### src/rtl/fetch_pkg.sv
// rtl/fetch_pkg.sv - shared types and constants for the instruction fetch stage
package fetch_pkg;

  localparam logic [31:0] NOP = 32'h0000_0000;

  typedef enum logic [1:0] {
    S_IDLE,
    S_WAIT,
    S_FLUSH
  } fetch_state_t;

  typedef struct packed {
    logic [31:0] pc;
    logic [31:0] instr;
  } fetch_entry_t;

endpackage

### src/rtl/fetch_fifo.sv
// rtl/fetch_fifo.sv - synchronous prefetch FIFO of fetch entries; clear beats push and pop
module fetch_fifo
  import fetch_pkg::*;
#(
  parameter int DEPTH = 2
) (
  input  logic                     clk,
  input  logic                     rst,
  input  logic                     push,
  input  fetch_entry_t             push_data,
  input  logic                     pop,
  output fetch_entry_t             pop_data,
  input  logic                     clear,
  output logic                     full,
  output logic                     empty,
  output logic [$clog2(DEPTH):0]   count
);

  localparam int AW = $clog2(DEPTH);

  fetch_entry_t       mem_q [DEPTH];
  fetch_entry_t       mem_d [DEPTH];
  logic [AW-1:0]      wr_ptr_q, wr_ptr_d;
  logic [AW-1:0]      rd_ptr_q, rd_ptr_d;
  logic [AW:0]        count_q, count_d;
  logic               do_push, do_pop;

  assign full     = (count_q == (AW+1)'(DEPTH));
  assign empty    = (count_q == '0);
  assign count    = count_q;
  assign pop_data = mem_q[rd_ptr_q];

  // A full FIFO still accepts a push when the head leaves on the same edge.
  assign do_pop  = pop && !empty;
  assign do_push = push && (!full || do_pop);

  always_comb begin
    mem_d    = mem_q;
    wr_ptr_d = wr_ptr_q;
    rd_ptr_d = rd_ptr_q;
    count_d  = count_q;
    if (clear) begin
      wr_ptr_d = '0;
      rd_ptr_d = '0;
      count_d  = '0;
    end else begin
      if (do_push) begin
        mem_d[wr_ptr_q] = push_data;
        wr_ptr_d        = wr_ptr_q + 1'b1;
      end
      if (do_pop) begin
        rd_ptr_d = rd_ptr_q + 1'b1;
      end
      case ({do_push, do_pop})
        2'b10:   count_d = count_q + 1'b1;
        2'b01:   count_d = count_q - 1'b1;
        default: count_d = count_q;
      endcase
    end
  end

  always_ff @(posedge clk) begin
    mem_q <= mem_d;
    if (!rst) begin
      wr_ptr_q <= '0;
      rd_ptr_q <= '0;
      count_q  <= '0;
    end else begin
      wr_ptr_q <= wr_ptr_d;
      rd_ptr_q <= rd_ptr_d;
      count_q  <= count_d;
    end
  end

endmodule

### src/rtl/fetch_unit.sv
// rtl/fetch_unit.sv - fetch PC, single-outstanding imem request FSM, prefetch FIFO and IF/ID output register
module fetch_unit
  import fetch_pkg::*;
#(
  parameter int          DEPTH    = 2,
  parameter logic [31:0] RESET_PC = 32'h0000_0000
) (
  input  logic        clk,
  input  logic        rst,
  input  logic        stall,
  input  logic        branch_taken,
  input  logic [31:0] branch_target,
  output logic        imem_req,
  output logic [31:0] imem_addr,
  input  logic        imem_ack,
  input  logic [31:0] imem_rdata,
  output logic [31:0] pc_out,
  output logic [31:0] instruction,
  output logic        instr_valid
);

  localparam int CW = $clog2(DEPTH) + 1;

  fetch_state_t  state_q, state_d;
  logic [31:0]   fetch_pc_q, fetch_pc_d;
  logic          req_q, req_d;
  logic [31:0]   addr_q, addr_d;
  logic [31:0]   pc_out_q, pc_out_d;
  logic [31:0]   instr_q, instr_d;
  logic          valid_q, valid_d;

  logic          fifo_push, fifo_pop, fifo_full, fifo_empty;
  logic [CW-1:0] fifo_count, cnt_after_pop;
  fetch_entry_t  push_entry, head_entry;
  logic [31:0]   target_pc, next_pc;
  logic          space, space_after_push;

  fetch_fifo #(.DEPTH(DEPTH)) u_fifo (
    .clk       (clk),
    .rst       (rst),
    .push      (fifo_push),
    .push_data (push_entry),
    .pop       (fifo_pop),
    .pop_data  (head_entry),
    .clear     (branch_taken),
    .full      (fifo_full),
    .empty     (fifo_empty),
    .count     (fifo_count)
  );

  assign push_entry       = '{pc: fetch_pc_q, instr: imem_rdata};
  assign target_pc        = branch_target & 32'hFFFF_FFFC;
  assign next_pc          = fetch_pc_q + 32'd4;
  assign fifo_pop         = !branch_taken && !stall && !fifo_empty;
  assign cnt_after_pop    = fifo_count - CW'(fifo_pop);
  assign space            = !(fifo_full && !fifo_pop);
  assign space_after_push = (cnt_after_pop + CW'(1)) < CW'(DEPTH);

  always_comb begin
    state_d    = state_q;
    fetch_pc_d = fetch_pc_q;
    req_d      = req_q;
    addr_d     = addr_q;
    fifo_push  = 1'b0;
    case (state_q)
      S_IDLE: begin
        if (branch_taken) begin
          fetch_pc_d = target_pc;
        end else if (space) begin
          state_d = S_WAIT;
          req_d   = 1'b1;
          addr_d  = fetch_pc_q;
        end
      end
      S_WAIT: begin
        if (branch_taken) begin
          fetch_pc_d = target_pc;
          if (imem_ack) begin
            state_d = S_IDLE;
            req_d   = 1'b0;
          end else begin
            state_d = S_FLUSH;
          end
        end else if (imem_ack) begin
          fifo_push  = 1'b1;
          fetch_pc_d = next_pc;
          if (space_after_push) begin
            addr_d = next_pc;
          end else begin
            state_d = S_IDLE;
            req_d   = 1'b0;
          end
        end
      end
      S_FLUSH: begin
        // The stale request must still complete; its data never reaches the FIFO.
        if (branch_taken) begin
          fetch_pc_d = target_pc;
        end
        if (imem_ack) begin
          state_d = S_IDLE;
          req_d   = 1'b0;
        end
      end
      default: begin
        state_d = S_IDLE;
        req_d   = 1'b0;
      end
    endcase
  end

  always_comb begin
    pc_out_d = pc_out_q;
    instr_d  = instr_q;
    valid_d  = valid_q;
    if (branch_taken) begin
      instr_d = NOP;
      valid_d = 1'b0;
    end else if (!stall) begin
      if (!fifo_empty) begin
        pc_out_d = head_entry.pc;
        instr_d  = head_entry.instr;
        valid_d  = 1'b1;
      end else begin
        instr_d = NOP;
        valid_d = 1'b0;
      end
    end
  end

  always_ff @(posedge clk) begin
    if (!rst) begin
      state_q    <= S_IDLE;
      fetch_pc_q <= RESET_PC;
      req_q      <= 1'b0;
      addr_q     <= RESET_PC;
      pc_out_q   <= 32'h0;
      instr_q    <= NOP;
      valid_q    <= 1'b0;
    end else begin
      state_q    <= state_d;
      fetch_pc_q <= fetch_pc_d;
      req_q      <= req_d;
      addr_q     <= addr_d;
      pc_out_q   <= pc_out_d;
      instr_q    <= instr_d;
      valid_q    <= valid_d;
    end
  end

  assign imem_req    = req_q;
  assign imem_addr   = addr_q;
  assign pc_out      = pc_out_q;
  assign instruction = instr_q;
  assign instr_valid = valid_q;

endmodule

### config.mk
export PLATFORM = sky130hd
export DESIGN_NAME = fetch_unit
export DESIGN_NICKNAME = d
export VERILOG_FILES = /design/src/rtl/fetch_pkg.sv /design/src/rtl/fetch_fifo.sv /design/src/rtl/fetch_unit.sv
export SDC_FILE = /design/constraint.sdc
export NUM_CORES = 1
export LEC_CHECK = 0
export BUFFER_PORTS_ARGS = -buffer_cell sky130_fd_sc_hd__buf_4
export CORE_ASPECT_RATIO = 0.75
export CORE_MARGIN = 2
export CORE_UTILIZATION = 56
export CTS_CLUSTER_SIZE = 12
export DETAILED_ROUTE_END_ITERATION = 8
export GPL_TIMING_DRIVEN = 0
export PLACE_DENSITY = 0.8
export SKIP_LAST_GASP = 1
export SLEW_MARGIN = 10
export SYNTH_ARGS = -nofsm -noshare
export SYNTH_HDL_FRONTEND = slang
export SYNTH_SLANG_ARGS = --single-unit
### constraint.sdc
create_clock -name clk -period 7.01 [get_ports clk]
set_clock_uncertainty 0.15 [all_clocks]
set_input_delay 1.0515 -clock clk [delete_from_list [all_inputs] [get_ports clk]]
set_output_delay 1.0515 -clock clk [all_outputs]
set_load 0.03 [all_outputs]
==> summary.md <==
| Metric | Value |
|---|---|
| Mapped Cells | `roughly 940` |
| Later-pin clock latency in the skew report | `0.53 ns` |
| Seq/Total Area, Yosys | `0.6000` |
| Yosys reg bits | `between 200 and 300` |
| Overall power | `3.170 mW` |
| Ranking of synthesized cells by area | `edfxtp_1 (35%), dfxtp_1 (25%), nor2_1 (3.8%), mux2_2 (3.4%), mux2i_1 (3.2%)` |
| Routed length per placed instance | `20.34 um` |
| CTS max path bufs | `3` |
| CP most frequent cell | `buf_12` |
| R2r endpoint | `u_fifo.count[1]$_SDFFE_PP0P_` |
| CP Data Required Time | `7.09 ns` |
| Hold Buf Count CTS | `0` |
| Register area | `6326 um2` |
| Full die area | `19950 um2` |
| Slew headroom | `0.2353` |
| CTS Sinks | `around 250` |
| Hold Path End | `u_fifo.mem_q[100]$_DFFE_PP_` |
| Commonest cells after routing, fill and taps aside | `buf_4 (164), dfxtp_1 (130), edfxtp_1 (124)` |
| Period utilization | `0.4993` |
| # diodes | `0` |
| Commonest non-fill, non-tap cell in the layout | `buf_4` |
| GRT Total Usage | `0.2866` |
| Yosys cell types | `71` |
| EDFF count, synth | `around 120` |
| Initial antenna violation count | `0` |
| Fin Setup TNS | `0 ns` |
| CTS H-tree lvls | `1` |
| Worst slack at placement | `2.934 ns` |
| # rows | `43` |
| Hold Crit Depth | `0` |
| # DRC | `0` |
| LEAKAGE | `4.492 nW` |
| Setup repair bufs after CTS | `0` |
| Outcome | `completed` |
| Count of pins over their slew limit | `0` |
| CP Capture Type | `register` |
| Post-DP HPWL | `19880 um` |
| CTS root buf | `clkbuf_16` |
| Power Density | `245.2 nW/um2` |
| GRT overflow | `0` |
| Final hold violation count | `0` |
| FMAX | `285.7 MHz` |
| IO Pins | `167` |
| DR vias/cell | `6.067` |
| Initial Util | `0.5714` |
| # fillers | `between 1000 and 1500` |
| Yosys warns | `0` |
| Setup repair after global routing missed its margin | `false` |
| CTS Buf Count | `26` |
| Synth Flop Type | `dfxtp_1` |
| First-pass DRT Iterations | `5` |
| Critical path class | `input pin to register` |
| CTS tree | `yes` |
| GR peak layer | `met2` |
| Maximum vdd ir drop | `between 100 and 150 uV` |
| WHS | `between 0.3 and 0.4 ns` |
| Post-layout util | `0.7006` |
| CP max FO | `27` |
| Port bufs | `159` |
| Routability cong. | `~1.0` |
| Met2 Resource Use GR | `0.4266` |
| Syn Area/Cell | `11.19 um2` |
| First-pass GRT wire length | `43950 um` |
| Die Span Y | `122.8 um` |
| Vias | `8500` |
| Final nets | `1207` |
| WP data arrival | `3.58 ns` |
| Final setup fails | `0` |
| Share of the synthesized area in the top cell type | `0.3532` |
| CP peak stage delay | `around 0.67 ns` |
| Max cap viols | `0` |
| Die width | `around 160 um` |
| Core Box Area | `18450 um2` |
| Critical R2R Launch | `u_fifo.count[0]$_SDFFE_PP0P_` |
| Vias in the first global route | `7859` |
| Mapped Area | `approximately 11000 um2` |
| Worst-path clk slew | `0.06 ns` |
| GR Util met1 | `0.4255` |
| Hold Crit Start | `fetch_pc_q[4]$_SDFFE_PN0P_` |
| WL final | `28490 um` |
| Initial DRC count | `974` |
| Worst Reg-to-Reg Cells | `7` |
| Met3 Resource Use GR | `0.06218` |
| R2R Setup Slk | `3.69 ns` |
| Share of cells above drive strength 1 | `0.2218` |
| Worst setup SP type | `input pin` |
| Area grow syn2layout | `22.62%` |
| Final WS setup | `3.510 ns` |
| Worst hold-check path type | `register to register` |
| Largest area contributor in the netlist | `edfxtp_1` |
| Largest net degree at the start of global routing | `28` |
| Crit path cell chain | `clkbuf_1 > nor4bb_1 > o21ai_0 > nor2_4 > buf_12 > buf_12` |
| Post-cts sizing count | `0` |
| Measured slew at the worst slew-check pin | `1.138 ns` |
| Ys async rst share | `0` |
| CP max stage cell | `nor4bb_1` |
| Multi-input gate area | `3827 um2` |
| DRT antenna net count | `0` |
| Fin crit period | `3.500 ns` |
==> synth_stat cells, drive strengths merged, types with 6 or more instances <==
cell type	n
and2	6
xnor2	31
nor3	20
clkbuf	61
o21ai	47
nand3	14
nor4	14
mux2i	34
nand4	7
nand2	57
nor2	106
and4	7
mux2	32
a21oi	44
inv	12
edfxtp	124
or3	9
dfxtp	130
a32oi	8
buf	20
a31oi	6
a22oi	37
o22ai	10
a211oi	38
==> power breakdown <==
group | switching [mW] | leakage, nW | total (mW) | internal (mW)
Combinational | 0.166 | 1.93 | 0.266 | 0.101
Sequential | 0.0359 | 2.19 | 1.63 | 1.59
Clock | 0.550 | 0.373 | 1.27 | 0.725
==> through the flow <==
stage                     cell area [um2]  instances
after floorplan                     10560        945
after global placement              12060       1351
after detailed placement            12150       1355
after CTS                           12930       1401
after global routing                12930       1401
final                               12930       1401
==> worst max-delay path by stage <==
stage	from	end	slack (ns)	cells past startpoint
finish	imem_ack	u_fifo.mem_q[85]$_DFFE_PP_	3.51	6
floorplan	imem_ack	u_fifo.mem_q[0]$_DFFE_PP_	1.76	4
detailed placement	branch_taken	u_fifo.count[1]$_SDFFE_PP0P_	2.93	7
global route	branch_taken	u_fifo.count[1]$_SDFFE_PP0P_	3.35	7
global placement	imem_ack	u_fifo.mem_q[37]$_DFFE_PP_	-0.27	4
CTS	branch_taken	u_fifo.count[1]$_SDFFE_PP0P_	3.46	7
==> worst max-delay path, delay by kind of cell <==
| family | cells | cell delay, ns |
|---|---|---|
| buf+inv | 3 | 0.80 |
| simple gates | 2 | 1.18 |
| compound gates | 1 | 0.52 |
==> cell type report <==
cell class / count / area share
Clock buffer: 43 / 0.05768
Multi-Input combinational cell: 596 / 0.2960
Inverter: 14 / 0.004065
Clock inverter: 3 / 0.002323
Buffer: 81 / 0.02816
Tap cell: 247 / 0.02390
Timing Repair Buffer: 163 / 0.09852
Sequential cell: 254 / 0.4893
==> flip-flops by register name, summed over array words and instances, names as in the netlist <==
signal and flops:
pc_out 30, state_q 2, u_fifo.mem_q 124, u_fifo.wr_ptr_q 1, u_fifo.rd_ptr_q 1, imem_req 1, imem_addr 30, fetch_pc_q 30
instruction 32, instr_valid 1, u_fifo.count 2
==> per-layer routing <==
metal | up-vias | share of wire | wire, um
met5 | - | 0 | 0
met4 | 0 | 0.025 | 707
met2 | 474 | 0.43 | 12310
met1 | 4099 | 0.45 | 12740
li1 | 3868 | - | -
met3 | 59 | 0.096 | 2726
==> cells by family (layout without fill, tap and decap cells) <==
logic type | after synthesis | after routing | synth area share
compound gates | 232 | 232 | 0.1470
xor+xnor | 35 | 35 | 0.02907
fa+ha+maj | 2 | 2 | 0.002373
buf+inv | 95 | 304 | 0.03951
flops | 254 | 254 | 0.6000
mux | 66 | 66 | 0.06645
other cells | 1 | 4 | 0.0003557
simple gates | 257 | 257 | 0.1152
(Power assumes the default switching activity.)
